`src/rtl/flash_fetch_pkg.sv`:
```
// Shared types and constants for the flash fetch front-end.
package flash_fetch_pkg;

  typedef enum logic [1:0] {
    IDLE,
    ISSUE,
    FILL,
    RESP
  } state_e;

  localparam logic [31:0] ERR_DATA = 32'h0;

  // Width of the word offset inside a line; LINE_WORDS is a power of two >= 2.
  function automatic int line_off_w(input int line_words);
    return $clog2(line_words);
  endfunction

endpackage

```
`src/rtl/flash_line_buf.sv`:
```
// Single prefetch line: LINE_WORDS x 32 register array, one write port, one async read port.
module flash_line_buf #(
  parameter int LINE_WORDS = 4,
  parameter int IDX_W      = 2
) (
  input  logic             clk,
  input  logic             we,
  input  logic [IDX_W-1:0] wr_idx,
  input  logic [31:0]      wr_data,
  input  logic [IDX_W-1:0] rd_idx,
  output logic [31:0]      rd_data
);

  logic [31:0] mem [LINE_WORDS];

  // NOTE: storage has no reset; the top's line_valid flag decides whether contents are usable.
  always_ff @(posedge clk) begin
    if (we) mem[wr_idx] <= wr_data;
  end

  assign rd_data = mem[rd_idx];

endmodule

```
`src/rtl/flash_fetch_buffer.sv`:
```
// Read-only fetch front-end: single-line prefetch buffer filled by Avalon-MM burst reads from flash.
module flash_fetch_buffer
  import flash_fetch_pkg::*;
#(
  parameter int ADDR_W      = 14,
  parameter int LINE_WORDS  = 4,
  parameter int BC_W        = 4,
  parameter int FLASH_WORDS = 16384
) (
  input  logic              clk,
  input  logic              resetn,
  input  logic              flush,
  input  logic              req_valid,
  output logic              req_ready,
  input  logic [31:0]       req_addr,
  output logic              resp_valid,
  output logic [31:0]       resp_data,
  output logic              resp_err,
  output logic [ADDR_W-1:0] avm_addr,
  output logic              avm_read,
  output logic [BC_W-1:0]   avm_burstcount,
  input  logic              avm_waitrequest,
  input  logic              avm_readdatavalid,
  input  logic [31:0]       avm_readdata
);

  localparam int OFF_W = line_off_w(LINE_WORDS);
  localparam int TAG_W = ADDR_W - OFF_W;
  localparam logic [OFF_W-1:0] LAST_BEAT = OFF_W'(LINE_WORDS - 1);

  state_e state, state_nxt;

  logic              line_valid;
  logic [TAG_W-1:0]  tag;
  logic [OFF_W-1:0]  beat_cnt;
  logic              flush_pend;
  logic [ADDR_W-1:0] req_waddr_q;
  logic [ADDR_W-1:0] avm_addr_q;
  logic [31:0]       resp_data_q;
  logic              resp_err_q;

  logic [ADDR_W-1:0] waddr;
  logic              addr_err;
  logic              accept;
  logic              hit;
  logic              beat_take;
  logic              last_beat;
  logic [31:0]       buf_rd_data;

  assign waddr    = req_addr[ADDR_W+1:2];
  assign addr_err = (req_addr[1:0] != 2'b00)
                 || (req_addr[31:ADDR_W+2] != '0)
                 || (32'(waddr) >= 32'(FLASH_WORDS));
  assign accept   = req_valid && (state == IDLE);
  assign hit      = line_valid && (tag == waddr[ADDR_W-1:OFF_W]);

  // A beat can land in the very cycle the burst command is accepted.
  assign beat_take = avm_readdatavalid
                  && ((state == FILL) || ((state == ISSUE) && !avm_waitrequest));
  assign last_beat = beat_take && (beat_cnt == LAST_BEAT);

  flash_line_buf #(
    .LINE_WORDS(LINE_WORDS),
    .IDX_W     (OFF_W)
  ) u_line_buf (
    .clk    (clk),
    .we     (beat_take),
    .wr_idx (beat_cnt),
    .wr_data(avm_readdata),
    .rd_idx (waddr[OFF_W-1:0]),
    .rd_data(buf_rd_data)
  );

  always_ff @(posedge clk or negedge resetn) begin
    if (!resetn) state <= IDLE;
    else         state <= state_nxt;
  end

  // NOTE: state_nxt gets its default before the case so no path leaves it unassigned (no latch).
  always_comb begin
    state_nxt = state;
    unique case (state)
      IDLE: begin
        if (accept) state_nxt = (addr_err || hit) ? RESP : ISSUE;
      end
      ISSUE: begin
        if (!avm_waitrequest) state_nxt = last_beat ? RESP : FILL;
      end
      FILL: begin
        if (last_beat) state_nxt = RESP;
      end
      RESP: begin
        state_nxt = IDLE;
      end
      default: state_nxt = IDLE;
    endcase
  end

  // NOTE: every register here uses <= so all updates see the pre-edge values.
  always_ff @(posedge clk or negedge resetn) begin
    if (!resetn) begin
      line_valid  <= 1'b0;
      tag         <= '0;
      beat_cnt    <= '0;
      flush_pend  <= 1'b0;
      req_waddr_q <= '0;
      avm_addr_q  <= '0;
      resp_data_q <= '0;
      resp_err_q  <= 1'b0;
    end else begin
      if (flush && ((state == IDLE) || (state == RESP))) line_valid <= 1'b0;
      if (flush && ((state == ISSUE) || (state == FILL))) flush_pend <= 1'b1;

      // Hit/error are judged on the pre-flush line even if flush arrives with the request.
      if (accept) begin
        req_waddr_q <= waddr;
        resp_err_q  <= addr_err;
        if (addr_err) begin
          resp_data_q <= ERR_DATA;
        end else if (hit) begin
          resp_data_q <= buf_rd_data;
        end else begin
          avm_addr_q <= {waddr[ADDR_W-1:OFF_W], {OFF_W{1'b0}}};
        end
      end

      if (beat_take) begin
        beat_cnt <= beat_cnt + OFF_W'(1);
        if (beat_cnt == req_waddr_q[OFF_W-1:0]) resp_data_q <= avm_readdata;
      end

      // A flush seen anywhere during the burst leaves the freshly filled line invalid.
      if (last_beat) begin
        beat_cnt   <= '0;
        line_valid <= !(flush_pend || flush);
        tag        <= req_waddr_q[ADDR_W-1:OFF_W];
        flush_pend <= 1'b0;
      end
    end
  end

  assign req_ready      = (state == IDLE);
  assign resp_valid     = (state == RESP);
  assign resp_data      = resp_data_q;
  assign resp_err       = resp_err_q;
  assign avm_read       = (state == ISSUE);
  assign avm_addr       = avm_addr_q;
  assign avm_burstcount = BC_W'(LINE_WORDS);

endmodule

```
`config.mk`:
```
export PLATFORM = sky130hd
export DESIGN_NAME = flash_fetch_buffer
export DESIGN_NICKNAME = d
export VERILOG_FILES = /design/src/rtl/flash_fetch_pkg.sv /design/src/rtl/flash_line_buf.sv /design/src/rtl/flash_fetch_buffer.sv
export SDC_FILE = /design/constraint.sdc
export NUM_CORES = 1
export LEC_CHECK = 0
export CAP_MARGIN = 20
export CORE_MARGIN = 1
export CORE_UTILIZATION = 40
export CTS_CLUSTER_DIAMETER = 50
export DETAILED_ROUTE_END_ITERATION = 7
export DONT_BUFFER_PORTS = 1
export GPL_ROUTABILITY_DRIVEN = 1
export PLACE_DENSITY_LB_ADDON = 0.1
export SLEW_MARGIN = 20
export SYNTH_ARGS = -nofsm -noshare
export SYNTH_HDL_FRONTEND = slang
export SYNTH_HIERARCHICAL = 1
export SYNTH_SLANG_ARGS = --single-unit
```
`constraint.sdc`:
```
create_clock -name clk -period 6.1 [get_ports clk]
set_clock_uncertainty 0.05 [all_clocks]
set_input_delay 1.525 -clock clk [delete_from_list [all_inputs] [get_ports clk]]
set_output_delay 1.525 -clock clk [all_outputs]
set_load 0.01 [all_outputs]
```
==> reports/results.txt <==
Status - finished clean
# setup viols final - 0
Average size of a mapped cell - 16.6 µm²
Max-slew violation count - 0
Setup TNS - 0 ns
Core area - 21800 µm²
Max Fanout on Critical Path - 34
Hold WS - 0.405 ns
Critical path origin - req_addr[10]
Layer with the highest usage - met2
Internal - 3.12 mW
Fin util - 45.6%
Pin count of the biggest net entering global routing - 78
Routability Congestion - 0.734
Area grow syn2layout - 11.7%
Final Hold Vio Count - 0
DR vias/cell - 5.36
Most frequent cells in the layout - edfxtp_1, dfrtp_1, nor2_1, nand2_1, a21o_1
Commonest non-fill, non-tap cell in the layout - edfxtp_1
RSZ-0062 raised after global routing - false
M3 GR Usage - 3.95%
Post-DP HPWL - 10.0 mm
Slowest stage delay, CP - 0.61 ns
ANT nets after route - 0
Routed WL - 17.7 mm
Synth Register Bits - 205
Clock latency on the worst-skew pair - 0.50 ns
Psw - 1.27 mW
CP arrival - 3.68 ns
CP Capture Point - avm_addr[2]$_DFFE_PN0P_
Dpl cells - 794
HP Class - flop to flop
Max Cap Violations - 0
Sequential area share after synthesis - 64.8%
Logic pwr share - 20.7%
Crit path depth - 6
Clk sink count - 205
CTS root buffer - clkbuf_16
Vias - 4510
DRC Markers - 0
Place WS - 2.17 ns
Port Buffer Count - 0
Ant diodes - 0
GR Overflow Total - 0
Max-slew headroom - 36.5%
Peak VDD IR - 0.203 mV
Reg-to-reg startpoint - state[1]$_DFFE_PN0P_
Crit path cell chain - xnor2_1, nand4_1, nor4_4, buf_4, nand2b_2, mux2_1
DIE WIDTH - 151 µm
Clock buffer count from CTS - 26
# resized after CTS - 0
CTS tree - built
Vias in the first global route - 4655
Layout cell share with drive strength beyond 1 - 28.3%
Met2 usage - 26.6%
Worst-Margin Slew - 0.952 ns
Nets@finish - 617
Post-CTS Setup Bufs - 0
Die area - 22900 µm²
Initial DRC Count - 198
Reg2reg path depth - 6
R2R Setup Slk - 3.25 ns
Yosys warns - 6
Final cell count without fillers - 841
Reg-to-reg endpoint - u_line_buf/mem[1][17]$_DFFE_PP_
Post-DP Area - 9100 µm²
GRT Util Overall - 16.0%
Clock network power share - 33.2%
Sw frac - 29.0%
Synth Cell Area - 8900 µm²
Initial antenna violation count - 0
Die height - 151 µm
Routed wire per std cell - 21.1 µm
Period utilization - 54.8%
Netlist cell types - 45
Worst EP required - 6.44 ns
# hold bufs at CTS - 0
Pre-Repair DR Iteration Count - 4
Worst Slack Setup Final - 2.76 ns
Fmax - 299 MHz
PwrDens - 442 nW/µm²
LEAKAGE - 3.67 nW
Grt met1 use - 20.8%
Setup crit end kind - flop
H-tree levels - 1
WS Path Type - input pin to flop
Row cnt - 54
Worst path slowest cell - buf_4
Starting Density - 40.8%
CP Launch Type - input pin
I/O pins - 124
Syn Inst Count - 536
Sequential cell fraction of total power - 46.1%
CP bufs+invs - 1
Period minus WS final - 3.34 ns
Pwr Total - 4.39 mW
CP delay by family, top - simple AND/OR/NAND/NOR gates
Finished Cell Area - 9940 µm²
First-pass GRT wire length - 27.2 mm
Max Buffers Root-to-Sink - 3
Clock transition at path regs - 0.06 ns
-- worst register-to-register path, cell delays in order (launching register included) --
cell	delay (ns)
dfrtp_1	0.41
inv_1	0.11
ha_1	0.27
nor2b_1	0.37
o21ai_0	0.24
inv_1	0.16
and3b_2	0.84
-- area by class of cell --
cell class	instances	area, µm²
clock buffers	28	689
clock inverters	19	154
fillers	1898	11900
inverters	4	15.0
multi-input cells	299	2920
flip-flops and latches	205	5770
well taps	280	350
repair buffers	6	45.0
-- cell usage after synthesis (all sizes together) --
cell | count | area [µm²]
and3b | 3 | 27.5
mux4 | 32 | 728
nand4 | 2 | 12.5
nor3b | 1 | 7.51
a222oi | 1 | 10.0
nand2 | 36 | 135
o211ai | 1 | 7.51
buf | 18 | 189
nor3 | 2 | 10.0
o31ai | 33 | 398
nor2 | 36 | 135
a21oi | 3 | 15.0
nor2b | 1 | 6.26
dfrtp | 77 | 1930
mux2i | 32 | 320
a21o | 33 | 248
o22ai | 1 | 6.26
ha | 5 | 62.6
a31oi | 1 | 6.26
nand3 | 4 | 25.0
inv | 4 | 15.0
nor4 | 5 | 46.3
o2111ai | 2 | 23.8
conb | 2 | 7.51
xnor2 | 14 | 123
clkbuf | 14 | 52.6
edfxtp | 128 | 3840
and3 | 1 | 6.26
o22a | 1 | 8.76
mux2 | 39 | 477
nand2b | 2 | 15.0
o21ai | 2 | 10.0
-- flip-flops by register name (all words and copies together), names as in the netlist --
register and count:
tag 12, line_valid 1, flush_pend 1, resp_data 32, beat_cnt 2, state 2, avm_addr 12, req_waddr_q 14
u_line_buf/mem 128, resp_err 1
-- worst min-delay path by stage --
stage	startpoint	endpoint	slack [ns]	cells after the start
after floorplan	flush_pend$_DFFE_PN0P_	line_valid$_DFFE_PN0P_	0.38	1
after global placement	flush_pend$_DFFE_PN0P_	line_valid$_DFFE_PN0P_	0.40	1
after detailed placement	flush_pend$_DFFE_PN0P_	line_valid$_DFFE_PN0P_	0.40	1
after CTS	flush_pend$_DFFE_PN0P_	line_valid$_DFFE_PN0P_	0.41	1
after global routing	flush_pend$_DFFE_PN0P_	line_valid$_DFFE_PN0P_	0.42	1
final	flush_pend$_DFFE_PN0P_	line_valid$_DFFE_PN0P_	0.41	1
-- power by group through the flow --
stage                     clock network, mW  logic [mW]  registers (mW)
final                                  1.46       0.907            2.02
after global placement                    0       0.899            2.05
after global routing                   1.55        1.02            2.06
after detailed placement                  0       0.923            2.06
after CTS                              1.50       0.927            2.03
after floorplan                           0       0.773            2.00
-- metal layers --
layer  wire length (µm)  part of all wire [%]
met2               8700                    49
met4                270                   1.5
met5                  0                     0
met3                999                   5.6
met1               7750                    44
-- cells by family (layout without fill, tap and decap cells) --
group / count (synthesis) / in the layout / synth area share (%)
adder cells (fa/ha/maj): 5 / 5 / 0.703
XOR/XNOR: 14 / 14 / 1.38
other: 2 / 6 / 0.0843
AO/OA/AOI/OAI: 78 / 78 / 8.23
multiplexers: 103 / 103 / 17.1
buffers and inverters: 36 / 57 / 2.88
AND/OR/NAND/NOR: 93 / 93 / 4.79
flip-flops: 205 / 205 / 64.8
Power figures use the tool's default switching activity.
